## config.mk

```make
export PLATFORM = sky130hd
export DESIGN_NAME = leb128_i32_stream_decoder
export DESIGN_NICKNAME = d
export VERILOG_FILES = /design/src/rtl/leb128_pkg.sv /design/src/rtl/unpack_i32.sv /design/src/rtl/leb128_i32_stream_decoder.sv
export SDC_FILE = /design/constraint.sdc
export NUM_CORES = 1
export LEC_CHECK = 0
export BUFFER_PORTS_ARGS = -buffer_cell sky130_fd_sc_hd__buf_4
export CAP_MARGIN = 10
export CORE_MARGIN = 3
export CORE_UTILIZATION = 50
export DETAILED_ROUTE_END_ITERATION = 12
export GPL_ROUTABILITY_DRIVEN = 0
export MAX_ROUTING_LAYER = met4
export PLACE_DENSITY = 0.73
export SLEW_MARGIN = 20
export SYNTH_ARGS = -nofsm -noshare
export SYNTH_HDL_FRONTEND = slang
export SYNTH_HIERARCHICAL = 1
export SYNTH_SLANG_ARGS = --single-unit
```

## constraint.sdc

```tcl
create_clock -name clk -period 2.1 [get_ports clk]
set_input_delay 0.21 -clock clk [delete_from_list [all_inputs] [get_ports clk]]
set_output_delay 0.21 -clock clk [all_outputs]
set_load 0.01 [all_outputs]
```

## src/rtl/leb128_pkg.sv

```systemverilog
// Shared constants and state encoding for the signed-LEB128 int32 stream decoder.
package leb128_pkg;

  localparam int LEB128_I32_MAX_BYTES = 5;
  localparam int CONT_BIT = 7;

  typedef enum logic {
    COLLECT = 1'b0,
    EMIT    = 1'b1
  } state_t;

endpackage

```

## src/rtl/unpack_i32.sv

```systemverilog
// Combinational signed-LEB128 unpacker: five window bytes in, int32 value and byte length out.
module unpack_i32
  import leb128_pkg::*;
(
  input  logic [7:0]        i0,
  input  logic [7:0]        i1,
  input  logic [7:0]        i2,
  input  logic [7:0]        i3,
  input  logic [7:0]        i4,
  output logic signed [31:0] value,
  output logic [2:0]        len
);

  logic [31:0] raw;
  logic        unused_hi;

  // Only bits [3:0] of the fifth byte land inside 32 bits; its bit7 and [6:4] are don't-care.
  assign raw       = {i4[3:0], i3[6:0], i2[6:0], i1[6:0], i0[6:0]};
  assign unused_hi = ^{i4[7:4]};

  always_comb begin
    len = 3'd5;
    if (!i0[CONT_BIT])      len = 3'd1;
    else if (!i1[CONT_BIT]) len = 3'd2;
    else if (!i2[CONT_BIT]) len = 3'd3;
    else if (!i3[CONT_BIT]) len = 3'd4;
  end

  always_comb begin
    case (len)
      3'd1:    value = {{25{raw[6]}},  raw[6:0]};
      3'd2:    value = {{18{raw[13]}}, raw[13:0]};
      3'd3:    value = {{11{raw[20]}}, raw[20:0]};
      3'd4:    value = {{4{raw[27]}},  raw[27:0]};
      default: value = raw;
    endcase
  end

endmodule

```

## src/rtl/leb128_i32_stream_decoder.sv

```systemverilog
// Byte-stream sequencer around unpack_i32 with valid/ready in and out.
// Optional malformed-encoding flag on out_err when LEB128_DECODER_ERR_EN is defined.
module leb128_i32_stream_decoder
  import leb128_pkg::*;
#(
  parameter int CNT_W = 16
) (
  input  logic               clk,
  input  logic               rst,
  input  logic [7:0]         in_data,
  input  logic               in_valid,
  input  logic               in_last,
  output logic               in_ready,
  output logic signed [31:0] out_data,
  output logic [2:0]         out_len,
  output logic               out_err,
  output logic               out_valid,
  input  logic               out_ready,
  output logic [CNT_W-1:0]   value_cnt
);

  state_t     state;
  logic [2:0] cnt;
  logic [7:0] w [LEB128_I32_MAX_BYTES];
  logic       take;
  logic       term;
  logic       handoff;

  assign in_ready  = (state == COLLECT);
  assign out_valid = (state == EMIT);
  assign take      = in_valid & in_ready;
  assign handoff   = out_valid & out_ready;
  assign term      = !in_data[CONT_BIT] || (cnt == 3'(LEB128_I32_MAX_BYTES - 1)) || in_last;

  always_ff @(posedge clk) begin
    if (rst) begin
      state     <= COLLECT;
      cnt       <= '0;
      value_cnt <= '0;
      for (int i = 0; i < LEB128_I32_MAX_BYTES; i++) w[i] <= '0;
    end else begin
      case (state)
        COLLECT: begin
          if (take) begin
            for (int i = 0; i < LEB128_I32_MAX_BYTES; i++)
              if (cnt == 3'(i)) w[i] <= in_data;
            if (term) state <= EMIT;
            else      cnt   <= cnt + 3'd1;
          end
        end
        default: begin
          // Clearing the window keeps bytes above the next terminator at zero.
          if (handoff) begin
            state <= COLLECT;
            cnt   <= '0;
            for (int i = 0; i < LEB128_I32_MAX_BYTES; i++) w[i] <= '0;
            if (value_cnt != {CNT_W{1'b1}}) value_cnt <= value_cnt + 1'b1;
          end
        end
      endcase
    end
  end

`ifdef LEB128_DECODER_ERR_EN
  // Any terminating byte still carrying the continuation bit is overlong or truncated.
  always_ff @(posedge clk) begin
    if (rst) begin
      out_err <= 1'b0;
    end else if (take && term) begin
      out_err <= in_data[CONT_BIT];
    end else if (handoff) begin
      out_err <= 1'b0;
    end
  end
`else
  assign out_err = 1'b0;
`endif

  unpack_i32 u_unpack (
    .i0    (w[0]),
    .i1    (w[1]),
    .i2    (w[2]),
    .i3    (w[3]),
    .i4    (w[4]),
    .value (out_data),
    .len   (out_len)
  );

endmodule

```

## Word level (Yosys, flattened, before mapping)

Memories as Yosys holds them, arrays and structs flattened.
Cells that the tools add are included.

| storage, ports and cells | value |
|---|---|
| memories kept | 1 |
| output and inout port bits | 54 |
| logic and storage cells | 91 |
| bits in writable memories | 40 |
| register bits after elaboration | 20 |
| input bits | 13 |

| operators by class | value |
|---|---|
| muxes and demuxes | 54 |
| reductions and logical operators | 7 |
| bitwise logic cells | 13 |
| add/sub/neg operators | 2 |
| equal/unequal tests | 11 |

Memories:

| name | words | bits a word | rd ports | clocked after Yosys merged registers in | wr ports | RTL line | RTL |
|---|---|---|---|---|---|---|---|
| w | 5 | 8 | 5 | 0 | 5 | leb128_i32_stream_decoder.sv:24 | `logic [7:0] w [LEB128_I32_MAX_BYTES];` |

Operators with widths:

| kind | count |
|---|---|
| $pmux W32 S4 | 1 |
| $mux W8 | 10 |
| $mux W1 | 36 |
| $mux W3 | 7 |
| $add A16 B1 Y16 const B | 1 |
| $ne A16 B16 Y1 const B | 1 |
| $eq A3 B2 Y1 const B | 4 |
| $or A1 B1 Y1 | 10 |
| $eq A3 B1 Y1 const B | 2 |
| $eq A3 B3 Y1 const B | 2 |
| $reduce_and A3 Y1 | 2 |
| $add A3 B1 Y3 const B | 1 |
| $logic_not A3 Y1 | 1 |
| $and A1 B1 Y1 | 2 |
| $logic_or A1 B1 Y1 | 2 |
| $ne A2 B1 Y1 const B | 1 |
| $ne A2 B2 Y1 const B | 1 |
| $reduce_bool A2 Y1 | 1 |
| $logic_not A1 Y1 | 1 |
| $not A1 Y1 | 1 |

## Logic depth before layout (Yosys ltp)

Gate-level depths: netlist of run 1.

| depth | value |
|---|---|
| depth after elaboration | 8 |
| mapped depth | 7 |
| gate-level depth less buffers | 6 |

## By module

The synthesis of run 1 kept the hierarchy.

Modules (own cells, without submodules):

| module | area each (um^2) | sequential area each (um^2) | times used | cells each |
|---|---|---|---|---|
| leb128_i32_stream_decoder | 2483.6 | 1601.5 | 1 | 186 |
| unpack_i32 | 377.9 | 0.0 | 1 | 74 |

## Least setup slack after synthesis of run 1

No wires, ideal clock.

| path | value |
|---|---|
| path kind | reg2reg |
| start | register value_cnt[0] |
| end | register value_cnt[1] |
| path buffers | 2 |
| cell stages (with the launch flop) | 8 |
| data required time | 1964 ps |
| clock period less this slack | 1732 ps |
| path slack | 368 ps |
| data arrival time | 1595 ps |
| cells stage by stage | dfxtp_1 ha_1 nand4_1 nor4_4 buf_6 buf_12 nand3b_1 a21oi_2 |

| between the ends | value |
|---|---|
| cells in the longest elaborated chain, start to end | 2 |
| elaborated cells between the ends (all ways) | 3 |

RTL lines:

| element | RTL line | RTL |
|---|---|---|
| from (decl) | leb128_i32_stream_decoder.sv:19 | `output logic [CNT_W-1:0] value_cnt` |
| from (signal assigned) | leb128_i32_stream_decoder.sv:57 | `if (value_cnt != {CNT_W{1'b1}}) value_cnt <= value_cnt + 1'b1;` |
| branches (longest 2 deep; another with $add A16 B1 Y16) | -- |  |

Several ways; the timed one is not identified.
A chain may end at the register's enable or synchronous reset.

==> run summary, run 1 <==
STA
----------------------------------------------------------------------------------------------------
Highest clock frequency the design can meet                                                0.522 GHz
Unrepaired setup endpoints after global routing                                                   no
Min Tclk post-route                                                                          1920 ps
Fin Setup TNS                                                                                   0 ps
Final slew viol count                                                                              0
Count of endpoints failing hold in the final timing report                                         0
Share of the cycle needed by the critical path after routing                                   0.912
Post-Route Skew                                                                              13.5 ps
Final-report setup violation count                                                                 0

SYNTHESIS
----------------------------------------------------------------------------------------------------
Synthesized netlist cell count                                                                   256
Post-synth net total                                                                             275
Netlist Area Pre-Place                                                                   0.00274 mm²
Number of warnings printed during yosys synthesis                                                  6
Synthesized area per cell                                                                   10.7 µm²

GRT
----------------------------------------------------------------------------------------------------
Pin count of the biggest net entering global routing                                              23
Initial antenna violation count                                                                    0
Wire length of the first global-routing pass                                                 9370 µm
Via count of the first global-routing pass                                                     1,931
Remaining global-route overflow                                                                    0
Gr usage total                                                                                 0.193

WORST SETUP PATH
----------------------------------------------------------------------------------------------------
Depth of the most critical reg-to-reg path                                                         5
Worst R2R End                                                                           value_cnt[14]
Worst path top cell family by delay                                                       flip-flops
CP cell instances                                                                       nand3_1, clkinvlp_4, nand2_1, nand2_1, buf_4
Buffers and inverters on the worst path                                                            2
Crit path max fanout                                                                              11
Req. time, crit path                                                                         1890 ps
Launch point of the worst reg-to-reg path                                               value_cnt[0]
WS Path Type                                                                              reg -> out
Critical Path Start Type                                                                   flip-flop
Endpoint type of the worst setup path                                                   primary output
Worst stage delay on the critical path                                                        560 ps
Slack of the worst reg-to-reg path                                                            210 ps
CP dominant cell by count                                                                    nand2_1
Arr. time, crit path                                                                         1710 ps
Cell type of the slowest stage on the worst timing path                                     edfxtp_1

ROUTE
----------------------------------------------------------------------------------------------------
Post-DR wirelength/cell                                                                      15.0 µm
Vias per inst                                                                                   5.34
Routed vias                                                                                    2,063
Final wirelength                                                                             5800 µm
Final ANT Viol Nets                                                                                0
Residual DRC                                                                                       0
Number of iterations in the first detailed-routing pass                                            4
Initial DRC count                                                                                127

CLOCKING
----------------------------------------------------------------------------------------------------
TritonCTS clock tree                                                                            done
Number of buffers on the longest clock path                                                        2
Sink count of the clock tree                                                                      56
CTS Buf Count                                                                                      5
Clock-pin slew reported for the worst setup and hold paths after clock tree synthesis         100 ps
Count of buffers added by post-CTS timing repair for setup                                         0
Post-cts hold buffer count                                                                         0
Total of cells resized after clock tree synthesis                                                  0
Later-pin clock latency in the skew report                                                    300 ps
Number of levels the H-tree was split into                                                         2
Root Driver                                                                                 clkbuf_8

DIE
----------------------------------------------------------------------------------------------------
Starting Density                                                                               0.527
CORE AREA                                                                                0.00520 mm²
Std-Cell Rows                                                                                     26
Die outline height                                                                           80.0 µm
Die Span X                                                                                   80.0 µm
Die outline area                                                                         0.00641 mm²
I/O pin total                                                                                     67

RUN STATUS
----------------------------------------------------------------------------------------------------
Status                                                                                  complete, no violations

PWR
----------------------------------------------------------------------------------------------------
Power per Cell Area                                                                       667 mW/mm²
Static Leakage                                                                               1.37 nW
Worst IR drop on VDD                                                                          370 µV
Post-layout total power                                                                      2.20 mW

CELLS AND AREA
----------------------------------------------------------------------------------------------------
Total number of nets in the final design                                                         334
Synthesis-to-layout area growth                                                                20.3%
Fill count                                                                                       458
Antenna fix cells                                                                                  0
Share of final-layout standard cells stronger than drive strength 1                            0.307

WORST HOLD PATH
----------------------------------------------------------------------------------------------------
Number of cells traversed by the worst hold path                                                   3
Type of the tightest min-delay check                                                       in -> reg
Min-Delay Startpoint                                                                       out_ready
Worst Hold Path EP                                                                         out_valid

PLACEMENT
----------------------------------------------------------------------------------------------------
HPWL after detailed placement                                                                4270 µm
Number of buffers inserted by port buffering                                                      65

RUN
----------------------------------------------------------------------------------------------------
Maximum Capacitance Violations                                                                     0

## registers in the layout (all words and copies together), names as in the netlist
name,count
value_cnt,16
cnt,3
w,36
out_valid,1
## report_power, final
group          switching [mW]  internal [mW]
Sequential             0.0322           1.24
Combinational           0.203          0.177
Clock                   0.312          0.235
Total                   0.547           1.65
## per-layer routing
| metal | vias to the layer above | global-route usage | wire length (µm) |
|---|---|---|---|
| li1 | 1036 | - | - |
| met1 | 965 | 0.246 | 2600 |
| met2 | 56 | 0.318 | 2880 |
| met3 | 6 | 0.0350 | 251 |
| met4 | 0 | 0.0541 | 68 |
| met5 | - | - | 0 |
## per-stage QoR
step | hold WS (ps) | std cells | util | setup WS [ps] | area (µm²)
detailed placement | 496 | 378 | 0.617 | 308 | 3210
finish | 225 | 386 | 0.633 | 184 | 3300
floorplan | 420 | 256 | - | 368 | 2740
global route | 233 | 386 | 0.633 | 28.9 | 3300
CTS | 226 | 386 | 0.633 | 103 | 3290
global placement | 496 | 378 | 0.617 | 417 | 3210
## worst max-delay path by stage
stage / start / endpoint / slack [ps] / cells after the start
detailed placement: value_cnt[0] / value_cnt[14] / 310 / 5
global placement: value_cnt[0] / value_cnt[14] / 420 / 5
CTS: w[0][7] / out_data[31] / 100 / 4
finish: w[0][15] / out_data[26] / 180 / 5
floorplan: value_cnt[0] / value_cnt[1] / 370 / 7
global route: w[0][15] / out_data[25] / 30 / 5
## layout by cell type, fill, tap and decap left out, drive strengths merged, types with 3 or more instances in the layout
master	count
clkbuf	7
a21oi	27
o31ai	9
nor2	8
and3	3
ha	6
dfxtp	20
o21ai	12
inv	6
and2	10
nand2	48
buf	69
or3	5
nand2b	4
nand3b	3
nand3	6
nand4	6
or4	9
a21o	4
edfxtp	36
## final cells by class
class                           count  area, µm²  share of cell area
Clock buffer                        7       76.3              0.0231
Clock inverter                      1       5.00             0.00152
Inverter                            7       30.0             0.00911
Multi-Input combinational cell    176       1100               0.333
Sequential cell                    56       1480               0.449
Tap cell                           70       87.6              0.0266
Timing Repair Buffer               69        518               0.157
## tightest hold or removal path, stage by stage
cell,delay [ps]
buf_4,100
a2bb2oi_1,140
nor2_1,40
No activity file was read; power rests on OpenSTA's default activity.
==> run 2, diff against run 1 <==
--- a/config.mk
+++ b/config.mk
@@ -12,9 +12,8 @@
 export DETAILED_ROUTE_END_ITERATION = 12
 export GPL_ROUTABILITY_DRIVEN = 0
 export MAX_ROUTING_LAYER = met4
-export PLACE_DENSITY = 0.73
+export PLACE_DENSITY = 0.74
 export SLEW_MARGIN = 20
 export SYNTH_ARGS = -nofsm -noshare
 export SYNTH_HDL_FRONTEND = slang
-export SYNTH_HIERARCHICAL = 1
 export SYNTH_SLANG_ARGS = --single-unit
==> run 2 against run 1 <==
Combinational power rose by 8.4%. Largest power group unchanged. Non-clock buffer count rose by 1. Clock skew fell by 5.3 ps.
==> run summary, run 2 <==
RUN STATUS
----------------------------------------------------------------------------------------------------
Status                                                                                  complete, no violations

STA
----------------------------------------------------------------------------------------------------
Fin Setup TNS                                                                                   0 ps
Share of the cycle needed by the critical path after routing                                   0.962
Min Tclk post-route                                                                          2020 ps
Pin slew with the least headroom to its limit                                                 653 ps
Count of endpoints failing hold in the final timing report                                         0
Final slew viol count                                                                              0
Post-Route Skew                                                                              8.28 ps
Post-route worst hold slack                                                                   247 ps
Highest clock frequency the design can meet                                                0.495 GHz
Normalized max-slew margin                                                                     0.562
Final-report setup violation count                                                                 0

PWR
----------------------------------------------------------------------------------------------------
Clock share of power                                                                           0.256
Int Power                                                                                    1.68 mW
Net switching power                                                                         0.586 mW
Static Leakage                                                                               1.43 nW
Power per Cell Area                                                                       687 mW/mm²
Proportion of power drawn by combinational gates                                               0.182
Switching Fraction                                                                             0.259
Portion of total power attributed to sequential cells                                          0.562
Worst IR drop on VDD                                                                          377 µV

CLOCKING
----------------------------------------------------------------------------------------------------
Number of levels the H-tree was split into                                                         2
Sink count of the clock tree                                                                      56
Number of buffers on the longest clock path                                                        2
Root Driver                                                                                 clkbuf_8
Later-pin clock latency in the skew report                                                    310 ps
Post-cts hold buffer count                                                                         0
Clock-pin slew reported for the worst setup and hold paths after clock tree synthesis          90 ps
TritonCTS clock tree                                                                            done
CTS Buf Count                                                                                      5

CELLS AND AREA
----------------------------------------------------------------------------------------------------
Biggest regs                                                                            w (36), value_cnt (16), cnt (3)
Flip-flop count of the largest register after layout                                              36
Number of standard cells in the layout, taps in and fillers out                                  381
Total number of nets in the final design                                                         329
Synthesis-to-layout area growth                                                                22.2%
Reg with most FFs                                                                                  w
Most frequent cells in the layout                                                       buf_4 (70), edfxtp_1 (36), nand2_1 (28)
Utilization after layout                                                                       0.638
Commonest non-fill, non-tap cell in the layout                                                 buf_4
Antenna fix cells                                                                                  0
Share of final-layout standard cells stronger than drive strength 1                            0.305

PLACEMENT
----------------------------------------------------------------------------------------------------
Number of buffers inserted by port buffering                                                      65
Number of placed instances, taps included                                                        372
HPWL after detailed placement                                                                4420 µm

SYNTHESIS
----------------------------------------------------------------------------------------------------
Area share of the largest cell type after synthesis                                            0.400
Ranking of synthesized cells by area                                                    edfxtp_1 (40%), dfxtp_1 (15%), mux2_2 (4.2%)
Count of different cell masters after synthesis                                                   39
Number of warnings printed during yosys synthesis                                                  0
#FFs+latches synth                                                                                56
Number of synthesized flops with an enable pin                                                    36
Cell type with the highest aggregate area in the netlist                                    edfxtp_1
Most common cell in the netlist                                                             edfxtp_1
Synthesized netlist cell count                                                                   250
Netlist Area Pre-Place                                                                   0.00270 mm²
Post-synthesis async set-or-reset flop share                                                       0
Synthesized area per cell                                                                   10.8 µm²
Top post-synthesis cells by count                                                       edfxtp_1 (36), nand2_1 (28), a21oi_1 (20), dfxtp_1 (20), nor2_1 (16)
Post-synth net total                                                                             269
Top flip-flop cell by instance count after synthesis                                        edfxtp_1
Part of the Yosys area used for sequential elements                                            0.548

DIE
----------------------------------------------------------------------------------------------------
Die outline area                                                                         0.00632 mm²
I/O pin total                                                                                     67
Die outline height                                                                           79.5 µm
Die Span X                                                                                   79.5 µm
Std-Cell Rows                                                                                     26
Starting Density                                                                               0.522
CORE AREA                                                                                0.00517 mm²

ROUTE
----------------------------------------------------------------------------------------------------
Number of iterations in the first detailed-routing pass                                            5
Post-DR wirelength/cell                                                                      15.3 µm
Residual DRC                                                                                       0
Final ANT Viol Nets                                                                                0
Vias per inst                                                                                   5.32
Final wirelength                                                                             5840 µm
Routed vias                                                                                    2,027
Initial DRC count                                                                                157

GRT
----------------------------------------------------------------------------------------------------
Wire length of the first global-routing pass                                                 9430 µm
Remaining global-route overflow                                                                    0
Via count of the first global-routing pass                                                     1,863
Gr usage total                                                                                 0.198
Pin count of the biggest net entering global routing                                              35
Initial antenna violation count                                                                    0

WORST SETUP PATH
----------------------------------------------------------------------------------------------------
Arr. time, crit path                                                                         1810 ps
Critical path launch point                                                                   w[0][7]
Launch point of the worst reg-to-reg path                                               value_cnt[0]
Endpoint type of the worst setup path                                                   primary output
Critical Path Start Type                                                                   flip-flop
WS Path Type                                                                              reg -> out
Req. time, crit path                                                                         1890 ps
Crit path max fanout                                                                              11

RUN
----------------------------------------------------------------------------------------------------
Maximum Capacitance Violations                                                                     0

WORST HOLD PATH
----------------------------------------------------------------------------------------------------
Min-Delay Startpoint                                                                         in_last
Type of the tightest min-delay check                                                       in -> reg

## run 2: metal layers
metal  wire (µm)  share of wire  GRT usage
met1        2690           0.46      0.265
met2        2760           0.47      0.314
met3         337          0.058     0.0260
met4          57         0.0098     0.0670
met5           0              0          -
## run 2: cell families after synthesis
| logic type | Yosys count | synth area share |
|---|---|---|
| buffers and inverters | 22 | 0.0449 |
| adder cells (fa/ha/maj) | 6 | 0.0278 |
| AO/OA/AOI/OAI | 50 | 0.120 |
| multiplexers | 12 | 0.0491 |
| AND/OR/NAND/NOR | 103 | 0.208 |
| other | 1 | 0.00139 |
| flip-flops | 56 | 0.548 |
## run 2: worst max-delay path, cell delays in order (launching register included)
cell and delay, ps:
edfxtp_1 470, buf_4 210, nor2_1 150, a31oi_1 80, a31o_2 250, a31o_2 220, buf_4 140
## run 2: area by class of cell
type | count | area [µm²]
clock buffer | 6 | 72.6
clock inverter | 2 | 16.3
fill | 443 | 1870
inverter | 5 | 18.8
multi-input combinational | 172 | 1100
sequential | 56 | 1480
tap | 70 | 87.6
timing repair buffer | 70 | 526
## run 2: final timing paths
kind / slack (ps) / depth (start not counted) / end
hold reg to reg: 510 / 2 / cnt[0]
setup / recovery: 80 / 6 / out_data[28]
hold / removal: 250 / 4 / out_valid
setup reg to reg: 270 / 6 / value_cnt[13]
## run 2: timing repair
item / in CTS / in global routing
setup endpoints to repair: 0 / 4
gates resized for setup: 0 / 1
buffers inserted: 0 / 1
## run 2: metrics by stage
stage | power [mW] | worst slack [ps] | cell area (µm²)
6_report | 2.27 | 79.1 | 3300
2_1_floorplan | 1.51 | 378 | 2700
3_5_place_dp | 1.71 | 283 | 3200
5_1_grt | 2.36 | -13.0 | 3300
3_3_place_gp | 1.71 | 286 | 3200
4_1_cts | 2.28 | 22.5 | 3290
## run 2: power groups by stage
stage	combinational (mW)	sequential, mW	clock, mW
after global placement	0.408	1.30	0
after global routing	0.453	1.28	0.630
after CTS	0.414	1.28	0.592
final	0.412	1.27	0.581
after detailed placement	0.412	1.30	0
after floorplan	0.225	1.28	0
==> run 3, diff against run 2 <==
==> constraint.sdc (replaced) <==
create_clock -name clk -period 2 [get_ports clk]
set_input_delay 0.2 -clock clk [delete_from_list [all_inputs] [get_ports clk]]
set_output_delay 0.2 -clock clk [all_outputs]
set_load 0.01 [all_outputs]
==> run 3 against run 2 <==
Sequential cell count unchanged. First-iteration DRC count up 12%. Non-clock buffer count up 4. Final cell count up 1.0%. Via count down 0.20%. Largest power group unchanged.
==> run summary, run 3 (synthesis results as in run 2) <==
STA
----------------------------------------------------------------------------------------------------
Post-route worst hold slack                                                                   219 ps
Final-report setup violation count                                                                 0
Highest clock frequency the design can meet                                                0.521 GHz
Post-Route Skew                                                                              7.58 ps
Min Tclk post-route                                                                          1920 ps
Share of the cycle needed by the critical path after routing                                   0.960
Count of endpoints failing hold in the final timing report                                         0
Post-route worst setup slack                                                                 80.6 ps
Unrepaired setup endpoints after global routing                                                   no
Final slew viol count                                                                              0
Fin Setup TNS                                                                                   0 ps

CELLS AND AREA
----------------------------------------------------------------------------------------------------
Multi-input gate area                                                                    0.00111 mm²
Share of final-layout standard cells stronger than drive strength 1                            0.321
Antenna fix cells                                                                                  0
Design area                                                                              0.00336 mm²
Synthesis-to-layout area growth                                                                24.3%
Most frequent cells in the layout                                                       buf_4 (74), edfxtp_1 (36), nand2_1 (28)
Area of all sequential standard cells                                                    0.00148 mm²
Commonest non-fill, non-tap cell in the layout                                                 buf_4
Fill count                                                                                       388
Biggest regs                                                                            w (36), value_cnt (16), cnt (3)
Total number of nets in the final design                                                         333
Flip-flop count of the largest register after layout                                              36
Reg with most FFs                                                                                  w

PLACEMENT
----------------------------------------------------------------------------------------------------
Placement-stage cell area                                                                0.00322 mm²
HPWL after detailed placement                                                                4330 µm
Number of buffers inserted by port buffering                                                      65
Post-placement worst setup slack                                                              131 ps

PWR
----------------------------------------------------------------------------------------------------
Worst IR drop on VDD                                                                          339 µV
Power per Cell Area                                                                       744 mW/mm²
Static Leakage                                                                               1.47 nW

ROUTE
----------------------------------------------------------------------------------------------------
Routed vias                                                                                    2,023
Vias per inst                                                                                   5.25
Number of iterations in the first detailed-routing pass                                            4
Residual DRC                                                                                       0
Initial DRC count                                                                                176
Final wirelength                                                                             5800 µm
Final ANT Viol Nets                                                                                0
Post-DR wirelength/cell                                                                      15.1 µm

DIE
----------------------------------------------------------------------------------------------------
Starting Density                                                                               0.522
CORE AREA                                                                                0.00517 mm²
Die Span X                                                                                   79.5 µm
Std-Cell Rows                                                                                     26
I/O pin total                                                                                     67
Die outline height                                                                           79.5 µm
Die outline area                                                                         0.00632 mm²

GRT
----------------------------------------------------------------------------------------------------
Met1 demand-to-capacity share in global routing                                                0.257
Wire length of the first global-routing pass                                                 9080 µm
Gr usage total                                                                                 0.191
Pin count of the biggest net entering global routing                                              35
Remaining global-route overflow                                                                    0
Via count of the first global-routing pass                                                     1,821
Top Usage Layer GRT                                                                             met2
GR Util met3                                                                                  0.0350
Met2 layer usage reported by global route                                                      0.295
Initial antenna violation count                                                                    0

WORST SETUP PATH
----------------------------------------------------------------------------------------------------
Req. time, crit path                                                                         1800 ps
Slack of the worst reg-to-reg path                                                            200 ps
Worst stage delay on the critical path                                                        480 ps
Crit path max fanout                                                                              10
WS Path Type                                                                              reg -> out
Arr. time, crit path                                                                         1720 ps
Depth of the most critical reg-to-reg path                                                         6
CP cell instances                                                                       buf_4, a31oi_1, a31o_2, a31o_2, buf_4
Buffers and inverters on the worst path                                                            2
Cell type of the slowest stage on the worst timing path                                     edfxtp_1
Worst path top cell family by delay                                                     compound AO/OA/AOI/OAI gates
Worst R2R End                                                                           value_cnt[13]
Launch point of the worst reg-to-reg path                                               value_cnt[0]
Critical Path Start Type                                                                   flip-flop
Endpoint type of the worst setup path                                                   primary output

CLOCKING
----------------------------------------------------------------------------------------------------
Number of buffers on the longest clock path                                                        2
Sink count of the clock tree                                                                      56
TritonCTS clock tree                                                                            done
Number of levels the H-tree was split into                                                         2
Clock-pin slew reported for the worst setup and hold paths after clock tree synthesis         100 ps
Later-pin clock latency in the skew report                                                    300 ps
Post-cts hold buffer count                                                                         0
Root Driver                                                                                 clkbuf_8
CTS Buf Count                                                                                      5

WORST HOLD PATH
----------------------------------------------------------------------------------------------------
Type of the tightest min-delay check                                                       in -> reg
Number of cells traversed by the worst hold path                                                   4
Worst Hold Path EP                                                                         out_valid
Min-Delay Startpoint                                                                         in_last

RUN
----------------------------------------------------------------------------------------------------
Maximum Capacitance Violations                                                                     0

RUN STATUS
----------------------------------------------------------------------------------------------------
Status                                                                                  complete, no violations

## run 3: repair_timing
| action | 4_1_cts | 5_1_grt |
|---|---|---|
| pin swaps | 0 | 0 |
| endpoints found under the setup margin | 4 | 32 |
| buffers inserted | 2 | 1 |
| resized for setup | 0 | 4 |
## run 3: through the flow
stage                     utilization  cells  power [mW]
after global routing            0.649    385        2.60
after CTS                       0.646    384        2.51
after global placement          0.622    374        1.80
after floorplan                     -    250        1.58
final                           0.649    385        2.50
after detailed placement        0.622    374        1.80
## run 3: how the worst max path moves through the flow
stage / startpoint / endpoint / slack (ps) / depth (start not counted)
floorplan: value_cnt[0] / value_cnt[3] / 280 / 6
global placement: value_cnt[0] / value_cnt[13] / 230 / 6
detailed placement: cnt[0] / w[0][34] / 130 / 5
CTS: w[0][15] / out_data[30] / 9 / 5
global route: w[0][7] / out_data[30] / 7 / 5
finish: w[0][7] / out_data[30] / 80 / 5
## run 3: worst reg2reg max path: cells and delay by family, from the launching register on
kind | cells | cell delay (ps)
and+or+nand+nor | 3 | 490
muxes | 1 | 370
adders and majority gates | 1 | 280
buffers and inverters | 1 | 160
DFF | 1 | 400
## run 3: layer usage
metal,vias to the layer above,wire length [µm]
met5,-,0
met4,0,55
met3,4,328
met2,70,2730
met1,919,2680
li1,1030,-
## run 3: area by class of cell
class / instances / area share
Sequential cell: 56 / 0.441
Multi-Input combinational cell: 172 / 0.330
Timing Repair Buffer: 74 / 0.165
Tap cell: 70 / 0.0261
Clock buffer: 7 / 0.0227
Clock inverter: 1 / 0.00894
Inverter: 5 / 0.00559
## run 3: report_power, final
part / switching (mW) / internal (mW)
clock network: 0.344 / 0.375
registers: 0.0366 / 1.30
logic: 0.224 / 0.220
total: 0.604 / 1.90
